## config.mk

```make
export PLATFORM = sky130hd
export DESIGN_NAME = cpu_reset_ctrl
export DESIGN_NICKNAME = d
export VERILOG_FILES = /design/src/rtl/cpu_reset_ctrl.sv
export SDC_FILE = /design/constraint.sdc
export NUM_CORES = 1
export LEC_CHECK = 0
export ABC_AREA = 1
export CAP_MARGIN = 20
export CORE_ASPECT_RATIO = 0.9
export CORE_MARGIN = 2
export CORE_UTILIZATION = 26
export CTS_BUF_LIST = sky130_fd_sc_hd__clkbuf_8
export DETAILED_ROUTE_END_ITERATION = 6
export PLACE_DENSITY = 0.58
export SLEW_MARGIN = 30
export SYNTH_ARGS = -nofsm -noshare
export SYNTH_HDL_FRONTEND = slang
export SYNTH_SLANG_ARGS = --single-unit
```

## constraint.sdc

```tcl
create_clock -name clk_i -period 1.8 [get_ports clk_i]
set_input_delay 0.36 -clock clk_i [delete_from_list [all_inputs] [get_ports clk_i]]
set_output_delay 0.36 -clock clk_i [all_outputs]
set_load 0.005 [all_outputs]
```

## src/rtl/cpu_reset_ctrl.sv

```systemverilog
// CPU reset sequencer: HOLD -> (REL_RF) -> RUN -> DONE with staggered rf/pc release and a saturating run counter.
// Define CPU_RESET_CTRL_WATCHDOG_EN to add the RUN_CYCLES watchdog and the timeout_o port.
module cpu_reset_ctrl #(
  parameter int unsigned RESET_CYCLES = 1,
  parameter int unsigned STAGGER      = 0,
  parameter int unsigned RUN_CYCLES   = 29,
  parameter int unsigned CNT_W        = 16
) (
  input  logic             clk_i,
  input  logic             sys_reset_i,
  input  logic             restart_req_i,
  input  logic             halt_i,
  output logic             pc_reset_o,
  output logic             rf_reset_o,
  output logic             running_o,
  output logic             done_o,
  output logic [CNT_W-1:0] cycle_count_o
`ifdef CPU_RESET_CTRL_WATCHDOG_EN
  ,
  output logic             timeout_o
`endif
);

  localparam int unsigned HW = (RESET_CYCLES > 1) ? $clog2(RESET_CYCLES) : 1;
  localparam int unsigned SW = (STAGGER > 1) ? $clog2(STAGGER) : 1;
  localparam logic [HW-1:0]    HOLD_LAST = HW'(RESET_CYCLES - 1);
  localparam logic [SW-1:0]    STAG_LAST = SW'((STAGGER > 0) ? STAGGER - 1 : 0);
  localparam logic [CNT_W-1:0] CNT_MAX   = '1;

  typedef enum logic [1:0] {S_HOLD, S_REL_RF, S_RUN, S_DONE} state_t;

  state_t           state_q;
  logic [HW-1:0]    hold_q;
  logic [SW-1:0]    stag_q;
  logic             pc_reset_q;
  logic             rf_reset_q;
  logic             running_q;
  logic             done_q;
  logic [CNT_W-1:0] cycle_count_q;
  logic [CNT_W-1:0] cycle_count_d;
  logic             rehold_d;
  logic             wd_expire_d;
`ifdef CPU_RESET_CTRL_WATCHDOG_EN
  logic             timeout_q;
`endif

  always_comb begin
    cycle_count_d = (cycle_count_q == CNT_MAX) ? cycle_count_q : cycle_count_q + CNT_W'(1);
    // restart_req only matters once the CPU has been released
    rehold_d = sys_reset_i ||
               (restart_req_i && ((state_q == S_RUN) || (state_q == S_DONE)));
`ifdef CPU_RESET_CTRL_WATCHDOG_EN
    wd_expire_d = (32'(cycle_count_q) == RUN_CYCLES - 1);
`else
    wd_expire_d = 1'b0;
`endif
  end

  always_ff @(posedge clk_i) begin
    if (rehold_d) begin
      state_q       <= S_HOLD;
      hold_q        <= '0;
      stag_q        <= '0;
      pc_reset_q    <= 1'b1;
      rf_reset_q    <= 1'b1;
      running_q     <= 1'b0;
      done_q        <= 1'b0;
      cycle_count_q <= '0;
`ifdef CPU_RESET_CTRL_WATCHDOG_EN
      timeout_q     <= 1'b0;
`endif
    end else begin
      case (state_q)
        S_HOLD: begin
          if (hold_q == HOLD_LAST) begin
            hold_q     <= '0;
            rf_reset_q <= 1'b0;
            if (STAGGER > 0) begin
              state_q <= S_REL_RF;
            end else begin
              state_q       <= S_RUN;
              pc_reset_q    <= 1'b0;
              running_q     <= 1'b1;
              cycle_count_q <= '0;
            end
          end else begin
            hold_q <= hold_q + HW'(1);
          end
        end
        S_REL_RF: begin
          if (stag_q == STAG_LAST) begin
            stag_q        <= '0;
            state_q       <= S_RUN;
            pc_reset_q    <= 1'b0;
            running_q     <= 1'b1;
            cycle_count_q <= '0;
          end else begin
            stag_q <= stag_q + SW'(1);
          end
        end
        S_RUN: begin
          if (halt_i || wd_expire_d) begin
            state_q   <= S_DONE;
            running_q <= 1'b0;
            done_q    <= 1'b1;
`ifdef CPU_RESET_CTRL_WATCHDOG_EN
            timeout_q <= !halt_i;
`endif
          end else begin
            cycle_count_q <= cycle_count_d;
          end
        end
        S_DONE: begin
          state_q <= S_DONE;
        end
        default: begin
          state_q    <= S_HOLD;
          pc_reset_q <= 1'b1;
          rf_reset_q <= 1'b1;
          running_q  <= 1'b0;
        end
      endcase
    end
  end

  assign pc_reset_o    = pc_reset_q;
  assign rf_reset_o    = rf_reset_q;
  assign running_o     = running_q;
  assign done_o        = done_q;
  assign cycle_count_o = cycle_count_q;
`ifdef CPU_RESET_CTRL_WATCHDOG_EN
  assign timeout_o     = timeout_q;
`endif

endmodule

```

---- Word-level counts from Yosys, hierarchy flattened ----
Index checks and enable logic that the tools add are counted.
Widths: inputs -> output; s select.
word-level totals
  register bits after elaboration ......... 24
  input bits .............................. 4
  output and inout port bits .............. 20
  word-level logic and storage cells ...... 51
operators by class
  equal/unequal tests ..................... 9
  add/subtract/negate cells ............... 3
  bitwise gates (word level) .............. 1
  reductions and logical operators ........ 12
  mux-type cells .......................... 18
operators with widths
  kind                   count
  $mux 16                4
  $pmux 16 s3            1
  $add 16x1->16 const B  1
  $eq 16x16->1 const B   1
  $ne 2x2->1 const B     5
  $pmux 2 s4             1
  $mux 1                 7
  $mux 2                 3
  $reduce_and 3->1       2
  $reduce_and 5->1       1
  $eq 2x2->1 const B     2
  $reduce_and 2->1       2
  $reduce_and 4->1       1
  $pmux 1 s3             1
  $reduce_bool 3->1      1
  $add 1x1->1 const B    2
  $eq 2x1->1 const B     1
  $logic_not 2->1        1
  $logic_or 1x1->1       2
  $pmux 1 s2             1
  $reduce_bool 2->1      1
  $logic_and 1x1->1      1
  $not 1->1              1

---- Logic depth before layout (Yosys ltp) ----
  depth after elaboration ................. 4
  depth in mapped cells ................... 11
  gate-level depth less buffers ........... 11

---- Least setup slack after synthesis ----
No wires, ideal clock.
  kind .................................... reg2reg
  start point ............................. register cycle_count_q[0], in the netlist cycle_count_o[0]
  end point ............................... register cycle_count_q[7], in the netlist cycle_count_o[7]
  period minus slack after synthesis ...... 1445 ps
  stages on the path, launching flop included .. 12
  path buffers ............................ 1
  arrival time ............................ 1336 ps
  setup slack ............................. 355 ps
  setup time .............................. 109 ps
  data required time ...................... 1691 ps
  path through ............................ dfxtp_1 -> ha_1 -> nand3_1 -> inv_1 -> nand2_1 -> inv_2 -> nand2_2 -> buf_6 -> nand3b_2 -> nand2_1 -> nand2_1 -> inv_1
on the way
  longest elaborated chain between the ends .. 4
  elaborated cells on any way between the ends .. 7
  those cells by class .................... 1 x add/sub; 2 x eq/ne; 3 x mux; 1 x reduce/logical
RTL lines
  item                    line  source
  start, declared         39    logic [CNT_W-1:0] cycle_count_q;
  start signal, assigned  110   cycle_count_q <= cycle_count_d;
  $add 16x1->16           48    cycle_count_d = (cycle_count_q == CNT_MAX) ? cycle_count_q : cycle_count_q + CNT_W'(1);
  $mux 16                 48
  $mux 16                 102   if (halt_i || wd_expire_d) begin
  $pmux 16 s3             73    case (state_q)
Several ways; a longest one is shown, not always the timed one. The select of a mux whose other input is x is not followed.
A chain may end at the register's enable or synchronous reset.

---- Worst setup path after layout ----
  start point ............................. register cycle_count_q[8], in the netlist cycle_count_o[8]
  end point ............................... output port cycle_count_o[8]
RTL lines
  item           line  source
  end, declared  17    output logic [CNT_W-1:0] cycle_count_o
No word-level cell between the ends.

==> results.cfg <==
[global_routing]
grt_pass1_vias = 1196
antenna_found_initial = 0
grt_usage_pct = 12.43
grt_max_degree = 20
overflow = 0
grt_pass1_wl_mm = 5.388

[cts]
post_cts_buffers = 0
htree_levels = 1
cts_buffers = 3
clock_path_buffers = 2
root_buffer = clkbuf_8
clk_latency_ns = 0.27
clk_pin_slew_ns = 0.09
cts_tree = built
clock_sinks = 22

[layout]
antenna_cells = 0
nFillCells = 520
final_cell_area_um2 = 1722
area_growth_pct = 36.10
final_common_cell = nand2_1
nets = 250
fin_cells = 309
drive_gt1_share_pct = 11.48
final_cell_mix = 74 x nand2_1, 31 x nor2_1, 24 x inv_1

[sta]
setup_violations = 0
finalHoldViolations = 0
fin_crit_sh_pct = 90.60
layout_min_cycle_time_ns = 1.631
setup_tns_ns = 0
rsz0062_at_grt = no
max_freq_mhz = 613.2
relSlewSlack_pct = 84.81
tightestPinTransition_ns = 0.2273
slew_violations = 0
finClkSkew_ns = 0.002963

[logic_synthesis]
yosys.area_share.simple_pct = 45.20
synth_fp_nets = 213
synth_cell_types = 26
synth-edff-count = 0
ys_top_cells_by_area = dfxtp_1 35%, nand2_1 22%, nor2_1 9.2%
ys_seq_elements = 22
synth_compound_area_share_pct = 7.715
synth_top_area_share_pct = 34.82
synth.mux.area_fraction_pct = 0
synthCells = 208
synth_xor_area_share_pct = 0.6924
avgSynthCellArea_um2 = 6.082
synth_top_family_by_area = simple AND/OR/NAND/NOR gates
yosysTopAreaCell = dfxtp_1
synth_fa_ha_area_share_pct = 0.9891
ys_async_sr_fraction_pct = 0
yosysWarnings = 0
synthFlopType = dfxtp_1
synth_area_um2 = 1265
synth-seq-area-share_pct = 34.82

[setup_path]
slowest_delay_ns = 0.49
cp.required_ns = 1.44
end_kind = primary output
cp_slowest_cell = clkdlybuf4s50_1
startpoint_type = flop
path_cells = buf_4 -> clkdlybuf4s50_1
critical_path_class = reg2out
worst_ep_arrival_time_ns = 1.27
r2r_setup_slack_ns = 0.22
path_max_fanout = 4

[floorplan]
start_util_pct = 26.49
io_pins = 24
die_area_um2 = 5440
rows = 24
die_x_um = 77.53
core_um2 = 4775
die_h_um = 70.17

[routing]
drtIter0Drc = 56
ant_nets = 0
wl_mm = 3.084
drc_errors = 0
via_per_inst = 4.146
drt_pass1_iterations = 4
vias = 1281
avgRoutedWirePerCell_um = 9.981

[power]
pwr-share-clk_pct = 37.2
power_frac_comb_pct = 12.1
p_per_area_nw_per_um2 = 582.6
internal_power_mw = 0.7508
switching_share_pct = 25.14
p_leak_nw = 0.7013
ir_drop_v = 0.0002238
p_switching_mw = 0.2522
p_seq_share_pct = 50.7

[placed_design]
dp_cells = 305
gp_congestion = 0.8066
placed_area_um2 = 1662
io_buffers = 23
dp_hpwl_mm = 2.369

[outcome]
status = completed

[min_path]
hp-class = reg2reg

[run]
maxCapViolCount = 0
logic make-up (layout without fill, tap and decap cells):
logic type      count (synthesis)  after routing
compound gates                 17             17
xor+xnor                        1              1
fa+ha+maj                       1              1
buf+inv                        33             69
flops                          22             22
simple gates                  134            134
routing by layer:
metal,GRT usage [%],vias up,routed length [um]
met1,16.80,535,1602
met5,0,-,0
li1,-,720,-
met4,5.357,0,60
met3,2.196,5,77
met2,19.42,21,1343
power groups by stage:
stage | Clock (mW) | Combinational, mW | Sequential [mW]
3_5_place_dp | 0 | 0.123 | 0.520
3_3_place_gp | 0 | 0.122 | 0.521
6_report | 0.373 | 0.121 | 0.509
2_1_floorplan | 0 | 0.0631 | 0.520
5_1_grt | 0.406 | 0.137 | 0.511
4_1_cts | 0.384 | 0.123 | 0.509
flip-flops by register name (all words and copies together), names as in the netlist:
register and flops:
done_o 1, state_q 2, running_o 1, rf_reset_o 1, cycle_count_o 16, pc_reset_o 1
metrics by stage:
stage	setup slack (ns)	util [%]	power, mW	hold WS, ns
after floorplan	0.3548	-	0.5828	0.4466
after global placement	0.1574	34.80	0.6427	0.4432
after detailed placement	0.1342	34.80	0.6427	0.4438
after CTS	0.1322	35.95	1.016	0.4628
after global routing	0.03303	36.06	1.053	0.4796
final	0.1691	36.06	1.003	0.4619
cells in the mapped netlist (2+ instances only):
library cell / number
nand2_1: 74
nor2_1: 31
inv_1: 24
dfxtp_1: 22
nand3_1: 17
a21oi_1: 8
o21ai_0: 5
clkinv_1: 3
nand4_1: 3
nor2_2: 3
buf_2: 2
inv_2: 2
what timing repair did:
| item | 4_1_cts | 5_1_grt |
|---|---|---|
| gates resized for setup | 0 | 1 |
| hold buffers | 0 | 0 |
| endpoints found under the setup margin | 0 | 6 |
worst max-delay path, delay by kind of cell, from the launching register on:
family   cells  cell delay, ns
buf+inv      2            0.63
flops        1            0.37
worst paths after layout:
kind | startpoint | end | cells past startpoint
worst max-delay path | cycle_count_o[8] | cycle_count_o[8] | 2
worst min-delay path | done_o | done_o | 2
worst max register to register | cycle_count_o[0] | cycle_count_o[6] | 9
worst min register to register | done_o | done_o | 2
area by class of cell:
type | instances | area [um^2] | share of cell area (%)
clock buffers | 4 | 55.05 | 3.198
repair buffers | 36 | 340.3 | 19.77
well taps | 65 | 81.33 | 4.724
flip-flops and latches | 22 | 440.4 | 25.58
inverters | 29 | 108.9 | 6.323
multi-input cells | 153 | 695.7 | 40.41
No activity file was read; power rests on OpenSTA's default activity.
